## src/rtl/lsu_pkg.sv

```systemverilog
// Shared types and lane helpers for the load/store unit.
// Byte-lane masks are little-endian: bit 0 is byte address offset 0.
package lsu_pkg;

  typedef enum logic [2:0] {
    IDLE = 3'd0,
    ACC0 = 3'd1,
    WB0  = 3'd2,
    ACC1 = 3'd3,
    WB1  = 3'd4,
    RESP = 3'd5
  } state_e;

  typedef enum logic [1:0] {
    SZ_B   = 2'b00,
    SZ_H   = 2'b01,
    SZ_W   = 2'b10,
    SZ_ILL = 2'b11
  } size_e;

  localparam logic [3:0] LANE_B = 4'b0001;
  localparam logic [3:0] LANE_H = 4'b0011;
  localparam logic [3:0] LANE_W = 4'b1111;

  function automatic logic [3:0] lane_mask(input size_e s);
    logic [3:0] m;
    case (s)
      SZ_B:    m = LANE_B;
      SZ_H:    m = LANE_H;
      SZ_W:    m = LANE_W;
      default: m = 4'b0000;
    endcase
    return m;
  endfunction

  // True when the access runs past the end of its first word.
  function automatic logic is_split(input size_e s, input logic [1:0] off);
    logic r;
    case (s)
      SZ_H:    r = (off == 2'd3);
      SZ_W:    r = (off != 2'd0);
      default: r = 1'b0;
    endcase
    return r;
  endfunction

endpackage

```

## src/rtl/lsu_byte_lane.sv

```systemverilog
// Combinational byte-lane datapath: store merge into one word of a pair,
// and load extraction/extension from a (possibly split) word pair.
module lsu_byte_lane
  import lsu_pkg::*;
(
  input  logic [1:0]  i_offset,
  input  size_e       i_size,
  input  logic        i_unsigned,
  input  logic [31:0] i_wdata,
  input  logic [31:0] i_old_word,
  input  logic        i_hi_word,
  input  logic [31:0] i_ld_lo,
  input  logic [31:0] i_ld_hi,
  output logic [31:0] o_merged,
  output logic [31:0] o_ld_data
);

  logic [7:0]  w_bmask;
  logic [63:0] w_mask64;
  logic [63:0] w_sdata;
  logic [31:0] w_sel_mask;
  logic [31:0] w_sel_data;
  logic [31:0] w_ld;

  // Store path: shift data and lane mask across the 64-bit word pair, then pick a half.
  always_comb begin
    w_bmask  = {4'b0000, lane_mask(i_size)} << i_offset;
    w_mask64 = 64'd0;
    for (int i = 0; i < 8; i++) begin
      w_mask64[8*i +: 8] = {8{w_bmask[i]}};
    end
    w_sdata = {32'd0, i_wdata} << {i_offset, 3'b000};
    if (i_hi_word) begin
      w_sel_mask = w_mask64[63:32];
      w_sel_data = w_sdata[63:32];
    end else begin
      w_sel_mask = w_mask64[31:0];
      w_sel_data = w_sdata[31:0];
    end
    o_merged = (i_old_word & ~w_sel_mask) | (w_sel_data & w_sel_mask);
  end

  // Load path: right-align the addressed bytes, then extend.
  always_comb begin
    w_ld = 32'({i_ld_hi, i_ld_lo} >> {i_offset, 3'b000});
    case (i_size)
      SZ_B:    o_ld_data = i_unsigned ? {24'd0, w_ld[7:0]}  : {{24{w_ld[7]}}, w_ld[7:0]};
      SZ_H:    o_ld_data = i_unsigned ? {16'd0, w_ld[15:0]} : {{16{w_ld[15]}}, w_ld[15:0]};
      SZ_W:    o_ld_data = w_ld;
      default: o_ld_data = 32'd0;
    endcase
  end

endmodule

```

## src/rtl/load_store_unit.sv

```systemverilog
// Multi-cycle load/store unit with byte/half/word access, misaligned split
// handling and read-modify-write for partial stores. All outputs registered.
module load_store_unit
  import lsu_pkg::*;
#(
  parameter int ADDR_W = 10
) (
  input  logic        clk,
  input  logic        reset,
  input  logic        req_valid,
  output logic        req_ready,
  input  logic        req_we,
  input  logic [1:0]  req_size,
  input  logic        req_unsigned,
  input  logic [31:0] req_addr,
  input  logic [31:0] req_wdata,
  output logic        resp_valid,
  output logic        resp_err,
  output logic [31:0] resp_rdata,
  output logic        dm_rd_en,
  output logic        dm_wr_en,
  output logic [31:0] dm_address,
  output logic [31:0] dm_wdata,
  input  logic [31:0] dm_rdata
);

  state_e      r_state;
  logic [31:0] r_addr;
  size_e       r_size;
  logic        r_we;
  logic        r_uns;
  logic [31:0] r_wdata;
  logic [31:0] r_word0;
  logic        r_split;

  logic [31:0] w_idx0_in;
  logic [31:0] w_idx1_in;
  logic        w_split_in;
  logic        w_err_in;
  logic        w_full_word_in;
  logic [31:0] w_idx0;
  logic [31:0] w_idx1;
  logic        w_in_acc1;
  logic [31:0] w_ld_lo;
  logic [31:0] w_merged;
  logic [31:0] w_ld_data;

  // Request decode: range check covers the second word of a split access too.
  always_comb begin
    w_idx0_in      = {2'b00, req_addr[31:2]};
    w_idx1_in      = w_idx0_in + 32'd1;
    w_split_in     = is_split(size_e'(req_size), req_addr[1:0]);
    w_full_word_in = (req_size == SZ_W) && (req_addr[1:0] == 2'b00);
    if (req_size == SZ_ILL) begin
      w_err_in = 1'b1;
    end else begin
      w_err_in = ((w_idx0_in >> ADDR_W) != 32'd0) ||
                 (w_split_in && ((w_idx1_in >> ADDR_W) != 32'd0));
    end
  end

  assign w_idx0    = {2'b00, r_addr[31:2]};
  assign w_idx1    = w_idx0 + 32'd1;
  assign w_in_acc1 = (r_state == ACC1);
  assign w_ld_lo   = w_in_acc1 ? r_word0 : dm_rdata;

  lsu_byte_lane u_lane (
    .i_offset   (r_addr[1:0]),
    .i_size     (r_size),
    .i_unsigned (r_uns),
    .i_wdata    (r_wdata),
    .i_old_word (dm_rdata),
    .i_hi_word  (w_in_acc1),
    .i_ld_lo    (w_ld_lo),
    .i_ld_hi    (dm_rdata),
    .o_merged   (w_merged),
    .o_ld_data  (w_ld_data)
  );

  // Control FSM; every output is set for the state being entered.
  always_ff @(posedge clk) begin
    if (reset) begin
      r_state    <= IDLE;
      r_addr     <= 32'd0;
      r_size     <= SZ_B;
      r_we       <= 1'b0;
      r_uns      <= 1'b0;
      r_wdata    <= 32'd0;
      r_word0    <= 32'd0;
      r_split    <= 1'b0;
      req_ready  <= 1'b1;
      resp_valid <= 1'b0;
      resp_err   <= 1'b0;
      resp_rdata <= 32'd0;
      dm_rd_en   <= 1'b0;
      dm_wr_en   <= 1'b0;
      dm_address <= 32'd0;
      dm_wdata   <= 32'd0;
    end else begin
      req_ready  <= 1'b0;
      resp_valid <= 1'b0;
      resp_err   <= 1'b0;
      resp_rdata <= 32'd0;
      dm_rd_en   <= 1'b0;
      dm_wr_en   <= 1'b0;
      dm_address <= 32'd0;
      dm_wdata   <= 32'd0;
      case (r_state)
        IDLE: begin
          req_ready <= 1'b1;
          if (req_valid) begin
            req_ready <= 1'b0;
            r_addr    <= req_addr;
            r_size    <= size_e'(req_size);
            r_we      <= req_we;
            r_uns     <= req_unsigned;
            r_wdata   <= req_wdata;
            r_split   <= w_split_in;
            if (w_err_in) begin
              r_state    <= RESP;
              resp_valid <= 1'b1;
              resp_err   <= 1'b1;
            end else if (req_we && w_full_word_in) begin
              r_state    <= WB0;
              dm_wr_en   <= 1'b1;
              dm_address <= w_idx0_in;
              dm_wdata   <= req_wdata;
            end else begin
              r_state    <= ACC0;
              dm_rd_en   <= 1'b1;
              dm_address <= w_idx0_in;
            end
          end
        end
        ACC0: begin
          r_word0 <= dm_rdata;
          if (r_we) begin
            r_state    <= WB0;
            dm_wr_en   <= 1'b1;
            dm_address <= w_idx0;
            dm_wdata   <= w_merged;
          end else if (r_split) begin
            r_state    <= ACC1;
            dm_rd_en   <= 1'b1;
            dm_address <= w_idx1;
          end else begin
            r_state    <= RESP;
            resp_valid <= 1'b1;
            resp_rdata <= w_ld_data;
          end
        end
        WB0: begin
          if (r_split) begin
            r_state    <= ACC1;
            dm_rd_en   <= 1'b1;
            dm_address <= w_idx1;
          end else begin
            r_state    <= RESP;
            resp_valid <= 1'b1;
          end
        end
        ACC1: begin
          if (r_we) begin
            r_state    <= WB1;
            dm_wr_en   <= 1'b1;
            dm_address <= w_idx1;
            dm_wdata   <= w_merged;
          end else begin
            r_state    <= RESP;
            resp_valid <= 1'b1;
            resp_rdata <= w_ld_data;
          end
        end
        WB1: begin
          r_state    <= RESP;
          resp_valid <= 1'b1;
        end
        RESP: begin
          r_state   <= IDLE;
          req_ready <= 1'b1;
        end
        default: begin
          r_state   <= IDLE;
          req_ready <= 1'b1;
        end
      endcase
    end
  end

endmodule

```

## config.mk

```make
export PLATFORM = sky130hd
export DESIGN_NAME = load_store_unit
export DESIGN_NICKNAME = d
export VERILOG_FILES = /design/src/rtl/lsu_pkg.sv /design/src/rtl/lsu_byte_lane.sv /design/src/rtl/load_store_unit.sv
export SDC_FILE = /design/constraint.sdc
export NUM_CORES = 1
export LEC_CHECK = 0
export ABC_AREA = 0
export BUFFER_PORTS_ARGS = -buffer_cell sky130_fd_sc_hd__clkbuf_2
export CAP_MARGIN = 20
export CORE_MARGIN = 2
export CORE_UTILIZATION = 55
export DETAILED_ROUTE_END_ITERATION = 8
export PLACE_DENSITY_LB_ADDON = 0.08
export SLEW_MARGIN = 0
export SYNTH_ARGS = -nofsm -noshare
export SYNTH_HDL_FRONTEND = slang
export SYNTH_SLANG_ARGS = --single-unit
```

## constraint.sdc

```tcl
create_clock -name clk -period 4.74 [get_ports clk]
set_input_delay 0.948 -clock clk [delete_from_list [all_inputs] [get_ports clk]]
set_output_delay 0.948 -clock clk [all_outputs]
set_load 0.01 [all_outputs]
```

==> results.toml, run 1 <==
[floorplan]
pin_count = 204
fp-row-count = 49
die_w_um = 139
start_util_pct = 56.2
die_y_um = 139
fp.coreArea_um2 = 18000
dieArea_um2 = 19400

[yosys]
syn_avg_cell_area_um2 = 8.14
yosys_most_used_dff = "dfxtp_1"
synth_cell_types = 68
ys_seq_elements = 204
netlist_area_um2 = 10100
ys_seq_area_share_pct = 40.5
synth_nets = 1352
synth_edf_count = 0
synth_warnings = 0
syn_inst = 1240
async_flop_share_pct = 0

[power]
power.total_w = 0.00450
power.leakage_nw = 4.88
p_per_area_nw_per_um2 = 379
vdd.ir_drop.worst_mv = 0.341

[worst_setup_path]
cp-startpoint = "r_state[2]$_SDFFE_PP0P_"
critPathCapture = "resp_rdata[27]$_SDFF_PP0_"
crit_slowest_cell = "dfxtp_1"
r2r_end = "resp_rdata[27]$_SDFF_PP0_"
endpoint_kind = "flip-flop"
critPathArrivalTime_ns = 3.55
critPathKind = "reg2reg"
ff2ff_setup_slack_ns = 1.60
crit_chain = "nand3b_1 > buf_4 > a21boi_0 > a2111oi_0 > nor3_2 > o31ai_1"
crit_path_max_fanout = 49
critPathMaxStageDelay_ns = 0.88
worst_r2r_startpoint = "r_state[2]$_SDFFE_PP0P_"
r2r_cells = 6
worstPathRequired_ns = 5.15
start_kind = "flip-flop"

[timing]
slew_violations = 0
period_needed_ns = 3.14
skew_ns = 0.00883
finalHoldViolations = 0
fin_ws_ns = 1.60
timing.hold.ws_ns = 0.454
finalSetupTns_ns = 0
worstMarginPinSlew_ns = 1.10
timing.fmax_ghz = 0.318
slew_headroom_pct = 26.2
fin_crit_sh_pct = 66.3
rsz0062_at_grt = "no"
setup_viol = 0

[global_route]
antenna_found_initial = 0
grt_pass1_vias = 9189
grt.overflow.total = 0
grt_pass1_wl_mm = 47.9
grt_max_degree = 71
grt_usage_pct = 30.1

[drt]
drc = 0
vias = 9966
dr.first_iter.drc_count = 757
ant_nets = 0
firstDrtPassIters = 5
vias_per_cell = 6.11
wl_per_cell_um = 19.0
drt-total-wl_mm = 31.0

[cts]
numCtsBuffers = 23
clk-insertion-delay-late_ns = 0.50
cts_tree = "done"
hold_buffers = 0
clk_pin_slew_ns = 0.06
cts_buffer_depth = 3
cts_setup_buffers = 0
root_buffer = "clkbuf_16"
cts_htree_levels = 1
cts_resized = 0
cts.sink_count = 204

[run_status]
outcome = "finished, final reports clean"

[flow_run]
maxCapViolCount = 0

[placed_design]
place_ws_ns = 1.41
gp_congestion = 0.912
dpl.hpwl_mm = 21.4
port-buffer-count = 202

[worst_hold_path]
worstHoldPathCells = 2
hold_path.class = "reg2reg"

[finish]
nets = 1500
layout-drive-gt1-share_pct = 20.7
antennaDiodeCount = 0
final_util_pct = 66.1
areaGrowthSynthToFinish_pct = 17.8
where the power goes:
group	total (W)	switching (W)	leakage, nW	internal [W]
logic	0.000784	0.000490	2.85	0.000294
registers	0.00195	0.000120	1.66	0.00183
clock network	0.00177	0.000684	0.375	0.00109
metal layers:
metal	track usage [%]	part of all wire, %	up-vias
li1	-	-	4728
met1	38.1	39	4687
met4	9.78	3.7	0
met3	4.13	8.0	76
met5	0	0	-
met2	53.0	49	475
worst max-delay path, delay by kind of cell, from the launching register on:
family | cells | cell delay [ns]
buffers and inverters | 1 | 0.60
AND/OR/NAND/NOR | 2 | 0.46
AO/OA/AOI/OAI | 3 | 1.06
flip-flops | 1 | 0.88
placed cells by master (no fill, tap or decap), types with 5 or more instances in the layout:
master / Yosys / final
o311a_1: 7 / 7
o2111ai_1: 5 / 5
nand4_1: 12 / 12
a22oi_1: 10 / 10
mux2_2: 11 / 11
and3_1: 13 / 13
nand2_1: 282 / 282
nand2b_1: 19 / 19
o21ai_0: 33 / 33
a311oi_1: 10 / 10
a211o_1: 6 / 6
nor2b_1: 13 / 13
clkbuf_16: 0 / 23
nor3_1: 14 / 14
inv_1: 14 / 14
a21oi_1: 152 / 152
a211oi_1: 11 / 11
mux2i_1: 87 / 87
buf_4: 2 / 16
clkbuf_8: 0 / 6
dfxtp_1: 204 / 202
o31ai_1: 13 / 13
mux4_2: 7 / 7
clkbuf_2: 2 / 201
nand3_1: 26 / 25
o211ai_1: 14 / 14
nor2_1: 56 / 55
nor4_1: 5 / 5
a31oi_1: 10 / 10
ha_1: 9 / 9
o22ai_1: 34 / 34
synthesized netlist by cell type, drive strengths merged (3+ instances only):
library cell / count / area, um2
o311a: 7 / 70.1
o2bb2ai: 4 / 35.0
nor2: 56 / 210
nor2b: 13 / 81.3
o21a: 4 / 30.0
a22oi: 10 / 75.1
nand3: 26 / 130
nand2b: 19 / 119
mux2i: 87 / 871
nor3b: 4 / 35.0
a31oi: 10 / 62.6
nor4: 7 / 56.3
nor3: 16 / 90.1
o211ai: 14 / 105
a21oi: 152 / 761
a21o: 4 / 30.0
o2111ai: 5 / 43.8
mux4: 7 / 158
inv: 14 / 52.6
and4: 4 / 35.0
or2: 4 / 25.0
a211o: 6 / 52.6
a41oi: 3 / 26.3
ha: 9 / 113
buf: 34 / 174
a211oi: 11 / 82.6
and3: 13 / 81.3
a22o: 3 / 26.3
a311oi: 11 / 114
o21ai: 33 / 165
nand4: 13 / 87.6
nand3b: 3 / 22.5
o22ai: 34 / 213
clkbuf: 61 / 231
o31ai: 13 / 97.6
nand2: 282 / 1060
dfxtp: 204 / 4080
mux2: 11 / 124
logic make-up (layout without fill, tap and decap cells):
group	count (synthesis)	after routing	synth area share (%)
AO/OA/AOI/OAI	335	335	20.8
adder cells (fa/ha/maj)	9	9	1.12
buffers and inverters	109	271	4.54
flip-flops	204	204	40.5
multiplexers	105	105	11.4
other	1	1	0.0372
AND/OR/NAND/NOR	477	477	21.6
metrics by stage:
step | instance area [um2] | instances
floorplan | 10100 | 1240
CTS | 11900 | 1630
finish | 11900 | 1631
global route | 11900 | 1631
detailed placement | 11100 | 1591
global placement | 11100 | 1591
layout make-up:
cell class | count | area [um2]
Timing Repair Buffer | 218 | 1130
Clock buffer | 33 | 673
Tap cell | 229 | 287
Inverter | 14 | 52.6
Clock inverter | 6 | 80.1
Sequential cell | 204 | 4090
Multi-Input combinational cell | 927 | 5570
Fill cell | 1598 | 6080
worst min path at each step:
stage                                         from                        to  slack, ns
after floorplan            r_word0[0]$_SDFFE_PP0P_   r_word0[0]$_SDFFE_PP0P_       0.44
after global placement    r_word0[27]$_SDFFE_PP0P_  r_word0[27]$_SDFFE_PP0P_       0.44
after detailed placement  r_word0[26]$_SDFFE_PP0P_  r_word0[26]$_SDFFE_PP0P_       0.45
after CTS                 r_word0[26]$_SDFFE_PP0P_  r_word0[26]$_SDFFE_PP0P_       0.45
after global routing      r_word0[26]$_SDFFE_PP0P_  r_word0[26]$_SDFFE_PP0P_       0.47
final                     r_word0[26]$_SDFFE_PP0P_  r_word0[26]$_SDFFE_PP0P_       0.45
sequential cells by signal (all words and copies together), names as in the netlist:
name,flops
r_size,2
dm_wr_en,1
r_word0,32
dm_wdata,32
dm_address,31
req_ready,1
r_state,3
r_wdata,32
resp_err,1
r_addr,32
r_we,1
r_uns,1
r_split,1
resp_valid,1
dm_rd_en,1
resp_rdata,32
No activity file was read; power rests on OpenSTA's default activity.
==> run 2: changes to the inputs <==
- CORE_UTILIZATION: 55 -> 50
- clock period: 4.74 -> 2.7 ns (I/O delays scaled with it)
==> results.toml, run 2 (synthesized netlist as in run 1, its figures left out) <==
[run_status]
outcome = "finished, final reports clean"

[floorplan]
start_util_pct = 51.3
dieArea_um2 = 21300
die_w_um = 146
fp.coreArea_um2 = 19700
fp-row-count = 51
pin_count = 204
die_y_um = 146

[timing]
period_needed_ns = 2.39
finalHoldViolations = 0
fin_crit_sh_pct = 88.4
timing.fmax_ghz = 0.419
rsz0062_at_grt = "no"
worstMarginPinSlew_ns = 1.03
finalSetupTns_ns = 0
setup_viol = 0
slew_headroom_pct = 30.9
slew_violations = 0
skew_ns = 0.00945

[worst_hold_path]
worstHoldPathCells = 2
hold_path.class = "in2reg"

[cts]
cts_setup_buffers = 0
cts_resized = 0
cts_htree_levels = 1
cts_tree = "done"
clk-insertion-delay-late_ns = 0.51
clk_pin_slew_ns = 0.06
cts_buffer_depth = 3
hold_buffers = 0
cts.sink_count = 204
root_buffer = "clkbuf_16"
numCtsBuffers = 23

[power]
switchingPower_w = 0.00237
vdd.ir_drop.worst_mv = 0.409
p_per_area_nw_per_um2 = 676
power.leakage_nw = 5.07
pwr-share-seq_pct = 40.7
pwr-share-comb_pct = 18.0
switching_share_pct = 28.6
p_int_w = 0.00590
pwr-share-clk_pct = 41.3
power.total_w = 0.00827

[finish]
areaGrowthSynthToFinish_pct = 21.3
layout_common_cells = "282 x nand2_1, 202 x dfxtp_1, 201 x clkbuf_2"
antennaDiodeCount = 0
final_common_cell = "nand2_1"
layout-drive-gt1-share_pct = 22.4
nets = 1526

[placed_design]
dpl.hpwl_mm = 22.5
port-buffer-count = 202
gp_congestion = 0.886

[global_route]
grt_pass1_wl_mm = 49.3
grt_max_degree = 70
grt_usage_pct = 28.6
antenna_found_initial = 1
grt_pass1_vias = 9436
grt.overflow.total = 0

[flow_run]
maxCapViolCount = 0

[worst_setup_path]
crit_path_max_fanout = 16
endpoint_kind = "flip-flop"
start_kind = "flip-flop"
crit_slowest_cell = "nor3_2"
crit_chain = "and3b_1 > mux4_2 > nor4b_2 > nor3_2 > o31ai_1"
critPathMaxStageDelay_ns = 0.77
critPathKind = "reg2reg"
worstPathRequired_ns = 3.04
r2r_cells = 5
critPathArrivalTime_ns = 2.73

[drt]
drc = 0
wl_per_cell_um = 18.9
vias = 9871
ant_nets = 0
dr.first_iter.drc_count = 650
drt-total-wl_mm = 32.0
vias_per_cell = 5.82
firstDrtPassIters = 5
==> run 2: changes by cell type in the layout (fill, tap and decap cells not counted), sizes merged <==
| cell | change |
|---|---|
| clkbuf | -5 |
| inv | +2 |
| bufinv | +3 |
| clkinv | +2 |
| buf | +26 |
==> run 2: power groups by stage <==
stage	Combinational (W)	Clock [W]	Sequential [W]
floorplan	0.000977	0	0.00340
global placement	0.00145	0	0.00342
detailed placement	0.00147	0	0.00343
CTS	0.00147	0.00346	0.00336
global route	0.00162	0.00358	0.00339
finish	0.00149	0.00342	0.00337
==> run 2: area by class of cell <==
type	instances	area, um2
Fill cell	1859	7410
Multi-Input combinational cell	927	5570
Sequential cell	204	4090
Timing Repair Buffer	244	1370
Clock buffer	28	624
Tap cell	265	332
Clock inverter	13	204
Inverter	14	52.6
==> run 2: metal layers <==
metal | vias up | track usage, % | wire, um
li1 | 4777 | - | -
met4 | 0 | 11.9 | 1310
met1 | 4592 | 35.8 | 13000
met5 | - | 0 | 0
met2 | 420 | 49.5 | 15500
met3 | 82 | 4.22 | 2170
==> run 2: critical path, delay by kind of cell, from the launching register on <==
kind,cells,cell delay [ns]
and+or+nand+nor,3,1.17
DFF,1,0.45
muxes,1,0.43
AOI/OAI and AO/OA,1,0.17
==> run 2: path summary, 6_finish.rpt <==
| kind | startpoint | to | slack, ns |
|---|---|---|---|
| min reg2reg | r_word0[25]$_SDFFE_PP0P_ | r_word0[25]$_SDFFE_PP0P_ | 0.45 |
| min | req_addr[10] | dm_address[8]$_SDFF_PP0_ | 0.26 |
| max reg2reg | r_state[2]$_SDFFE_PP0P_ | resp_rdata[27]$_SDFF_PP0_ | 0.31 |
| max | r_state[2]$_SDFFE_PP0P_ | resp_rdata[27]$_SDFF_PP0_ | 0.31 |
==> run 2: through the flow <==
step	setup slack, ns	hold slack (ns)	area (um2)	instances	utilization [%]
final	0.312	0.263	12200	1695	62.3
after global routing	0.126	0.259	12200	1695	62.3
after CTS	0.296	0.251	12200	1694	62.2
after detailed placement	0.293	0.446	11400	1653	58.0
after global placement	0.377	0.441	11400	1653	58.0
after floorplan	0.721	0.436	10100	1240	-
==> run 3: changes to the inputs <==
- PLACE_DENSITY: unset -> 0.77
- PLACE_DENSITY_LB_ADDON: 0.08 -> unset
==> results.toml, run 3 (synthesized netlist as in run 1, its figures left out) <==
[worst_setup_path]
crit_path_max_fanout = 33
path_depth = 6
worstPathRequired_ns = 3.06
critPathMaxStageDelay_ns = 0.61
start_kind = "flip-flop"
endpoint_kind = "flip-flop"
cp_num_buf_inv = 1
critPathTopFamily = "multiplexers"
crit_chain = "buf_4 > mux2_2 > nand3_1 > o31ai_1 > mux2i_1 > o22ai_1"
critPathKind = "reg2reg"
r2r_cells = 6
critPathArrivalTime_ns = 2.83
crit_slowest_cell = "dfxtp_4"

[drt]
ant_nets = 0
vias_per_cell = 5.97
drt-total-wl_mm = 31.1
wl_per_cell_um = 18.5
drc = 0
vias = 10100
dr.first_iter.drc_count = 889
firstDrtPassIters = 5

[placed_design]
gp_congestion = 0.911
dpl.hpwl_mm = 21.9
port-buffer-count = 202

[floorplan]
fp.coreArea_um2 = 19700
die_y_um = 146
start_util_pct = 51.3
dieArea_um2 = 21300
fp-row-count = 51
pin_count = 204
die_w_um = 146

[power]
p_per_area_nw_per_um2 = 647
vdd.ir_drop.worst_mv = 0.452
power.total_w = 0.00781
power.leakage_nw = 4.98

[global_route]
grt_pass1_vias = 9707
grt_usage_pct = 28.1
grt_pass1_wl_mm = 49.2
antenna_found_initial = 0
grt.overflow.total = 0
grt_max_degree = 64

[timing]
skew_ns = 0.00755
setup_viol = 0
timing.fmax_ghz = 0.404
period_needed_ns = 2.47
finalHoldViolations = 0
slew_headroom_pct = 37.0
slew_violations = 0
worstMarginPinSlew_ns = 0.939
fin_crit_sh_pct = 91.6
rsz0062_at_grt = "no"
finalSetupTns_ns = 0

[worst_hold_path]
hold_path.class = "in2reg"
worstHoldPathCells = 2

[finish]
final_common_cell = "nand2_1"
nets = 1521
layout-drive-gt1-share_pct = 21.7
antennaDiodeCount = 0
areaGrowthSynthToFinish_pct = 19.7
layout_common_cells = "282 x nand2_1, 202 x dfxtp_1, 201 x clkbuf_2"

[flow_run]
maxCapViolCount = 0

[cts]
hold_buffers = 0
cts_resized = 0
cts.sink_count = 204
cts_setup_buffers = 0
clk_pin_slew_ns = 0.06
numCtsBuffers = 22
cts_buffer_depth = 3
root_buffer = "clkbuf_16"
cts_tree = "done"
cts_htree_levels = 1
clk-insertion-delay-late_ns = 0.50

[run_status]
outcome = "finished, final reports clean"
==> run 3: cell count changes in the layout (fill, tap and decap cells not counted), sizes merged <==
cell	change
clkinv	-4
buf	-4
clkbuf	+5
inv	-2
bufinv	-4
==> run 3: worst paths after layout <==
check,from,end,slack (ns)
hold reg to reg,r_word0[7]$_SDFFE_PP0P_,r_word0[7]$_SDFFE_PP0P_,0.45
setup reg to reg,r_addr[0]$_SDFFE_PP0P_,dm_wdata[15]$_SDFF_PP0_,0.23
hold / removal,req_addr[7],dm_address[5]$_SDFF_PP0_,0.26
setup / recovery,r_addr[0]$_SDFFE_PP0P_,dm_wdata[15]$_SDFF_PP0_,0.23
==> run 3: layout make-up <==
cell class	instances	area, um2
clock buffer	33	663
clock inverter	3	40.0
tap	265	332
timing repair buffer	240	1340
inverter	14	52.6
fill	1746	7570
sequential	204	4090
multi-input combinational	927	5570
==> run 3: routing by layer <==
metal | global-route usage, % | wire length (um) | vias up | share of wire (%)
met2 | 48.2 | 14900 | 558 | 48
met4 | 13.3 | 1430 | 0 | 4.6
li1 | - | - | 4770 | -
met5 | 0 | 0 | - | 0
met1 | 34.4 | 11700 | 4644 | 38
met3 | 5.06 | 3020 | 97 | 9.7
==> run 3: stage by stage <==
stage,std cells,setup slack (ns),util [%],hold WS (ns),instance area [um2]
floorplan,1240,0.721,-,0.436,10100
global placement,1650,0.311,57.9,0.441,11400
detailed placement,1650,0.317,57.9,0.446,11400
CTS,1686,0.293,61.5,0.249,12100
global route,1686,0.0667,61.5,0.258,12100
finish,1686,0.228,61.5,0.264,12100
==> run 3: power by group <==
| part | total [W] | switching [W] | leakage (nW) | internal (W) |
|---|---|---|---|---|
| clock | 0.00295 | 0.00118 | 0.347 | 0.00177 |
| sequential | 0.00338 | 0.000167 | 1.66 | 0.00321 |
| combinational | 0.00148 | 0.000922 | 2.97 | 0.000560 |
| total | 0.00781 | 0.00227 | 4.98 | 0.00554 |
==> run 3: worst reg2reg max path, cell delays in order, from the launching register on <==
cell and delay [ns]:
dfxtp_4 0.61, buf_4 0.49, mux2_2 0.42, nand3_1 0.08, o31ai_1 0.14, mux2i_1 0.43, o22ai_1 0.15
